**config.mk**
```make
export PLATFORM = sky130hd
export DESIGN_NAME = ad9850_serial_rx
export DESIGN_NICKNAME = d
export VERILOG_FILES = /design/src/rtl/ad9850_serial_rx.sv
export SDC_FILE = /design/constraint.sdc
export NUM_CORES = 1
export LEC_CHECK = 0
export CORE_ASPECT_RATIO = 1.2
export CORE_UTILIZATION = 38
export DETAILED_ROUTE_END_ITERATION = 6
export PLACE_DENSITY = 0.6
export SLEW_MARGIN = 20
export SYNTH_ARGS = -nofsm -noshare
export SYNTH_HDL_FRONTEND = slang
export SYNTH_SLANG_ARGS = --single-unit
export TNS_END_PERCENT = 20
```
**constraint.sdc**
```tcl
create_clock -name clk -period 4.2 [get_ports clk]
set_input_delay 0.84 -clock clk [delete_from_list [all_inputs] [get_ports clk]]
set_output_delay 0.84 -clock clk [all_outputs]
set_load 0.1 [all_outputs]
```
**src/rtl/ad9850_serial_rx.sv**
```systemverilog
// AD9850 serial-load receiver: oversamples W_CLK/FQ_UD/DATA/RESET on clk, tracks
// serial-mode entry, shifts the frame in LSB first and latches it on FQ_UD.
`timescale 1ns/1ps
module ad9850_serial_rx #(
   parameter int SYNC_STAGES = 2,
   parameter int TW_WIDTH    = 32
) (
   input  logic                clk,
   input  logic                reset,
   input  logic                w_clk_in,
   input  logic                fq_ud_in,
   input  logic                data_in,
   input  logic                dds_reset_in,
   output logic [TW_WIDTH-1:0] tuning_word,
   output logic [4:0]          phase,
   output logic                power_down,
   output logic [1:0]          ctrl_factory,
   output logic                word_valid,
   output logic                serial_mode,
   output logic [5:0]          bit_count,
   output logic                err_short,
   output logic                err_long
);

   localparam int         FRAME_W   = TW_WIDTH + 8;
   localparam logic [5:0] FRAME_LEN = 6'(FRAME_W);

   typedef enum logic [1:0] {WAIT_WCLK, WAIT_FQUD, SERIAL} state_t;

   state_t state_q, state_nx;

   logic [SYNC_STAGES-1:0] w_clk_p0, fq_ud_p0, data_p0, dds_rst_p0;
   logic                   w_clk_p1, fq_ud_p1;
   logic                   w_clk_s, fq_ud_s, data_s, dds_rst_s;
   logic                   w_clk_rise, fq_ud_rise;

   logic [FRAME_W-1:0]     shreg, shreg_nx;
   logic [5:0]             cnt_nx;
   logic                   overrun;

   // Stage p0: input synchronizers; stage p1: delayed copies for rising-edge detect
   always_ff @(posedge clk or posedge reset) begin
      if (reset) begin
         w_clk_p0   <= '0;
         fq_ud_p0   <= '0;
         data_p0    <= '0;
         dds_rst_p0 <= '0;
         w_clk_p1   <= 1'b0;
         fq_ud_p1   <= 1'b0;
      end else begin
         w_clk_p0   <= {w_clk_p0[SYNC_STAGES-2:0], w_clk_in};
         fq_ud_p0   <= {fq_ud_p0[SYNC_STAGES-2:0], fq_ud_in};
         data_p0    <= {data_p0[SYNC_STAGES-2:0], data_in};
         dds_rst_p0 <= {dds_rst_p0[SYNC_STAGES-2:0], dds_reset_in};
         w_clk_p1   <= w_clk_s;
         fq_ud_p1   <= fq_ud_s;
      end
   end

   assign w_clk_s    = w_clk_p0[SYNC_STAGES-1];
   assign fq_ud_s    = fq_ud_p0[SYNC_STAGES-1];
   assign data_s     = data_p0[SYNC_STAGES-1];
   assign dds_rst_s  = dds_rst_p0[SYNC_STAGES-1];
   assign w_clk_rise = w_clk_s & ~w_clk_p1;
   assign fq_ud_rise = fq_ud_s & ~fq_ud_p1;

   always_ff @(posedge clk or posedge reset) begin
      if (reset) state_q <= WAIT_WCLK;
      else       state_q <= state_nx;
   end

   always_comb begin
      state_nx = state_q;
      if (dds_rst_s) begin
         state_nx = WAIT_WCLK;
      end else begin
         case (state_q)
            WAIT_WCLK: if (w_clk_rise) state_nx = WAIT_FQUD;
            WAIT_FQUD: if (fq_ud_rise) state_nx = SERIAL;
            SERIAL:    state_nx = SERIAL;
            default:   state_nx = WAIT_WCLK;
         endcase
      end
   end

   assign serial_mode = (state_q == SERIAL);

   // The shifted bit is folded in before FQ_UD is judged, so a simultaneous
   // W_CLK/FQ_UD pair commits against the incremented count.
   always_comb begin
      shreg_nx = shreg;
      cnt_nx   = bit_count;
      overrun  = 1'b0;
      if (serial_mode && !dds_rst_s && w_clk_rise) begin
         if (bit_count < FRAME_LEN) begin
            shreg_nx[bit_count] = data_s;
            cnt_nx              = bit_count + 6'd1;
         end else begin
            overrun = 1'b1;
         end
      end
   end

   // Stage p2: frame shift, commit and error strobes
   always_ff @(posedge clk or posedge reset) begin
      if (reset) begin
         shreg        <= '0;
         bit_count    <= '0;
         tuning_word  <= '0;
         phase        <= '0;
         power_down   <= 1'b0;
         ctrl_factory <= '0;
         word_valid   <= 1'b0;
         err_short    <= 1'b0;
         err_long     <= 1'b0;
      end else begin
         word_valid <= 1'b0;
         err_short  <= 1'b0;
         err_long   <= 1'b0;
         if (dds_rst_s) begin
            shreg        <= '0;
            bit_count    <= '0;
            tuning_word  <= '0;
            phase        <= '0;
            power_down   <= 1'b0;
            ctrl_factory <= '0;
         end else if (serial_mode) begin
            shreg     <= shreg_nx;
            bit_count <= cnt_nx;
            err_long  <= overrun;
            if (fq_ud_rise) begin
               bit_count <= '0;
               if (cnt_nx == FRAME_LEN) begin
                  tuning_word  <= shreg_nx[TW_WIDTH-1:0];
                  ctrl_factory <= shreg_nx[TW_WIDTH+1:TW_WIDTH];
                  power_down   <= shreg_nx[TW_WIDTH+2];
                  phase        <= shreg_nx[TW_WIDTH+7:TW_WIDTH+3];
                  word_valid   <= 1'b1;
               end else begin
                  err_short <= 1'b1;
               end
            end
         end
      end
   end

endmodule

```
== Yosys cells after proc, flatten, opt, wreduce, memory -nomap -nowiden ==
Cells that the tools add are included.

* Bits in registers: 101
* Output and inout port bits: 50
* Word-level logic and storage cells: 83

* Add/subtract/negate cells: 1
* $lt $le $gt $ge: 3
* Equal/unequal tests: 5
* Muxes and demuxes: 44
* Bitwise logic cells: 4
* Reduce and logical (&&, ||, !) cells: 10

{| class="wikitable"
|+ Operator list
! operator !! number
|-
| $mux W40 || 4
|-
| $mux W32 || 4
|-
| $bwmux W40 || 1
|-
| $mux W6 || 5
|-
| $mux W5 || 4
|-
| $mux W1 || 17
|-
| $mux W2 || 7
|-
| $lt A6 B7 Y1 const B || 1
|-
| $add A6 B1 Y6 const B || 1
|-
| $demux W1 S6 || 1
|-
| $eq A6 B6 Y1 const B || 1
|-
| $ge A6 B1 Y1 const B || 1
|-
| $lt A6 B6 Y1 const B || 1
|-
| $ne A3 B3 Y1 const B || 2
|-
| $pmux W2 S3 || 1
|-
| $reduce_bool A2 Y1 || 3
|-
| $logic_and A1 B1 Y1 || 3
|-
| $reduce_and A3 Y1 || 1
|-
| $and A1 B1 Y1 || 2
|-
| $eq A2 B1 Y1 const B || 1
|-
| $eq A2 B2 Y1 const B || 1
|-
| $logic_not A2 Y1 || 1
|-
| $not A1 Y1 || 2
|-
| $reduce_and A2 Y1 || 1
|-
| $logic_not A1 Y1 || 1
|}

== Logic depth before layout (Yosys ltp) ==
* Depth in word-level cells: 11
* Gate-level depth with buffers: 9
* Depth with buffers taken out: 7

== Least setup slack after synthesis ==
OpenSTA, ideal clock, no wires.

* Path type: register to register
* From: register state_q[0]
* To: register ctrl_factory[0]
* Library setup time: 0.128 ns
* Arrival: 2.876 ns
* Data required time: 4.072 ns
* Setup slack: 1.196 ns
* Stages on the path, launching flop included: 10
* Path buffers: 2
* Path through: dfrtp_1 -> inv_1 -> ha_1 -> and4bb_1 -> buf_4 -> nand3_1 -> a221oi_2 -> nand3_1 -> buf_2 -> mux2_1

* Cells in the longest elaborated chain, start to end: 8

{| class="wikitable"
|+ Ends and longest elaborated chain
! item !! line !! source
|-
| from (decl) || 30 || <nowiki>state_t state_q, state_nx;</nowiki>
|-
| from (signal assigned) || 69 || <nowiki>else state_q <= state_nx;</nowiki>
|-
| $eq A2 B2 Y1 * || 86 || <nowiki>assign serial_mode = (state_q == SERIAL);</nowiki>
|-
| via serial_mode || 19 || <nowiki>output logic serial_mode,</nowiki>
|-
| parallel branches: the longest is 7 deep, another holds $mux W6 || -- ||
|-
| to (signal assigned) || 135 || <nowiki>ctrl_factory <= shreg_nx[TW_WIDTH+1:TW_WIDTH];</nowiki>
|-
| to (decl) || 17 || <nowiki>output logic [1:0] ctrl_factory,</nowiki>
|}

Mark *: on every way through the listed nets, which the timed path passes. The select of a mux whose other input is x is not followed.
A chain may end at the register's enable or synchronous reset.

== Worst setup path in the final report ==
* From: register bit_count[5]
* To: output bit_count[5]

{| class="wikitable"
|+ RTL lines
! item !! line !! source
|-
| from (decl) || 20 || <nowiki>output logic [5:0] bit_count,</nowiki>
|-
| from (signal assigned) || 129 || <nowiki>bit_count <= cnt_nx;</nowiki>
|}

No word-level cell between the ends.

==> results <==
- The met2 usage is 25.0%.
- The most frequent standard cell in the layout excluding fill and tap cells is dfrtp_1.
- Walking the worst path, the cells encountered are clkdlybuf4s50_1.
- For this run, the post-layout net count is 473.
- The post-synthesis cell type count is 39.
- The number of antenna diodes is 0.
- The library cell occupying the most area in the post-synthesis netlist is dfrtp_1.
- The post-synthesis to final-layout area growth is 21.4%.
- Leaving out fill and tap cells, the most frequent cells in the layout are 99 x dfrtp_1, 54 x clkdlybuf4s50_1, 48 x nor2_1.
- The synthesized area per cell is 11.2 um2.
- The highest clock rate is 299 MHz.
- The flow ran to the end, and the final reports show no timing, DRC or antenna violations.
- The layer with the highest usage after global routing is met2.
- The power per standard cell area is 369 nW/um2.
- The setup fix buffers added after clock tree synthesis is 0.
- The area of the multi-input gates is 2070 um2.
- The area of the die is 13000 um2.
- Including well taps, the total number of placed cells is 612.
- The largest individual stage delay along the critical path comes from the cell clkdlybuf4s50_1.
- For this configuration, the core starts out at a cell density of 39.2%.
- The area of the core is 12200 um2.
- The worst setup path is captured at an output pin.
- The largest vdd supply drop is 0.190 mV.
- Summed over all layers, the routed wires come to 9.68 mm.
- The H-tree depth is 3.
- The number of vias per cell after detailed routing is 5.09.
- Headroom to the max-slew limit came out at 34.1%.
- In this run, post-CTS repair resized a total of 0 instances.
- The max-slew violation count is 0.
- Yosys attributes the largest share of cell area to dfrtp_1 53%, mux2_1 9.4%, mux2i_1 8.6%.
- The kind of start point of the critical path is a flop.
- Clock tree synthesis selected as its root buffer the cell clkbuf_16.
- The total number of vias is 3191.
- The transition at the pin with the smallest max-transition slack is 985 ps.
- Setup violations remaining at the end of the flow were counted as 0.
- The die is 104 um wide.
- The maximum single-stage delay on the critical path is 1280 ps.
- Synthesis produced a netlist whose cell count is 427.
- The worst path uses 79.7% of the clock period.
- Counting I/O delays and the setup requirement, the final critical path takes 3350 ps.
- The clock passes through at most 2 buffers.
- Yosys printed 0 warnings.
- Leaving out filler cells and counting taps, the final layout contains 627.
- The sequential standard cell area is 2530 um2.
- Entering global routing, the biggest net connects 85 pins.
- In this run the static leakage power is 2.69 nW.
- The cell family contributing the most delay on the critical path is buffers and inverters.
- After legalization and detailed placement, the total HPWL measured 6.32 mm.
- The count of final hold-check violations was 0.
- Port buffering added 55 buffers.
- The detail-routed net length per standard cell is 15.4 um.
- The number of global-route vias before repair is 3217.
- The total nets after synthesis is 438.
- In the routed design, unresolved DRC markers number 0.
- The global-route track usage on met1 is 21.3%.
- The setup TNS is 0 ps.
- The routability congestion estimate is 0.786.
- Setup repair after global routing left no endpoint under its margin.
- TritonCTS built the clock tree.
- The hold buffer count at CTS is 0.
- The first detailed-routing pass ran for 4 iterations.
- The critical path is of the reg2out type.
- The ratio of cells with drive above 1 in the final layout is 6.22%.
- The number of core rows is 44.
- Summing the sequential cell areas from Yosys gives 53.0% of the chip area.
- In this run the worst path has a maximum fanout of 28.
- Clock latency on the worst-skew pair, taken at its later pin, is 340 ps.
- Clock skew on the completed layout was measured at 7.82 ps.
- The cell area that synthesis handed to floorplanning was 4770 um2.
- The worst min-delay path class is reg2reg.
- The detail route stage leaves a number of antenna-violating nets equal to 0.
- The initial DRC count is 171.
- STA puts the critical path data arrival time at 2510 ps.
- Synthesis inferred 101 register bits.
- The global-route usage over all layers is 15.8%.
- The clock drives 101 sinks.
- The tool flagged a number of max-cap violations equal to 0.
- The first global-routing pass estimated 16.4 mm of wire.
- The initial antenna violation count was 0.
- The number of buffers created by CTS is 9.
- Data on the critical path is required at its endpoint by 3360 ps.
- The filler cells instantiated in the layout total 1117.
- The number of buffer and inverter instances along the worst setup path is 1.
- The fraction of synthesized cell area taken by the top area cell type is 53.0%.
- The clock edge transition at the registers on the reported setup and hold paths is 60 ps.
- The met3 track utilization from global routing is 2.51%.
- The final global-route overflow total is 0.
- In this run the count of I/O pins placed on the die edge is 56.
- The die height is 125 um.
- Cells fill 47.6% of the core in the end.
-- worst paths after layout --
check                             start              end  slack (ps)  cells after the start
max                        bit_count[5]     bit_count[5]         850                      1
max in group asynchronous         reset  tuning_word[24]        2410                      3
min in group asynchronous         reset   tuning_word[1]        1010                      2
max reg2reg                  state_q[0]  tuning_word[30]        1420                      9
min                         fq_ud_p0[0]      fq_ud_p0[1]         350                      0
min reg2reg                 fq_ud_p0[0]      fq_ud_p0[1]         350                      0
-- power breakdown --
group          total (mW)  switching (mW)  internal [mW]
Sequential          0.999          0.0128          0.986
Clock               0.993           0.337          0.655
Combinational       0.142           0.103         0.0392
-- kinds of logic after synthesis --
| group | after synthesis | share of synthesized area, % |
|---|---|---|
| simple gates | 172 | 20.4 |
| flops | 101 | 53.0 |
| mux | 81 | 18.0 |
| buf+inv | 43 | 3.75 |
| compound gates | 25 | 3.52 |
| fa+ha+maj | 5 | 1.31 |
-- layer usage --
layer,share of wire [%],vias up
met5,0,-
met4,1.3,0
met3,2.4,7
met2,49,60
met1,48,1562
li1,-,1562
-- sequential cells by signal (all words and copies together), names as in the netlist, 2 cells and up --
signal / cells
state_q: 2
shreg: 40
fq_ud_p0: 2
dds_rst_p0: 2
ctrl_factory: 2
bit_count: 6
w_clk_p0: 2
tuning_word: 32
data_p0: 2
phase: 5
-- synth_stat cells (all sizes together) --
library cell  count
a211oi            1
a21o              1
a21oi             7
a221oi            1
a22oi             4
a311o             1
a31oi             2
a41oi             1
and3              3
and3b             4
and4bb            1
buf              14
clkbuf           25
dfrtp           101
ha                5
inv               4
mux2             40
mux2i            41
nand2             7
nand2b            3
nand3             4
nand3b            4
nand4            24
nand4bb           1
nor2             49
nor2b            43
nor3              4
nor3b             4
nor4             16
o2111ai           1
o21ai             5
o31ai             1
or2               1
or3               1
or3b              3
-- final cells by class --
class / instances / share of cell area [%]
Clock buffer: 11 / 4.19
Clock inverter: 4 / 2.08
Inverter: 4 / 0.303
Multi-Input combinational cell: 283 / 35.7
Sequential cell: 101 / 43.7
Tap cell: 161 / 3.48
Timing Repair Buffer: 63 / 10.5
-- per-stage QoR --
stage | hold WS, ps | cell area [um2] | power (mW) | setup slack, ps
4_1_cts | 349 | 5790 | 2.16 | 870
5_1_grt | 356 | 5790 | 2.22 | 756
3_5_place_dp | 336 | 5430 | 1.16 | 1240
6_report | 347 | 5790 | 2.13 | 854
2_1_floorplan | 331 | 4770 | 1.12 | 713
3_3_place_gp | 333 | 5420 | 1.15 | 1280
Note: power is estimated with default switching activity, not from simulation.
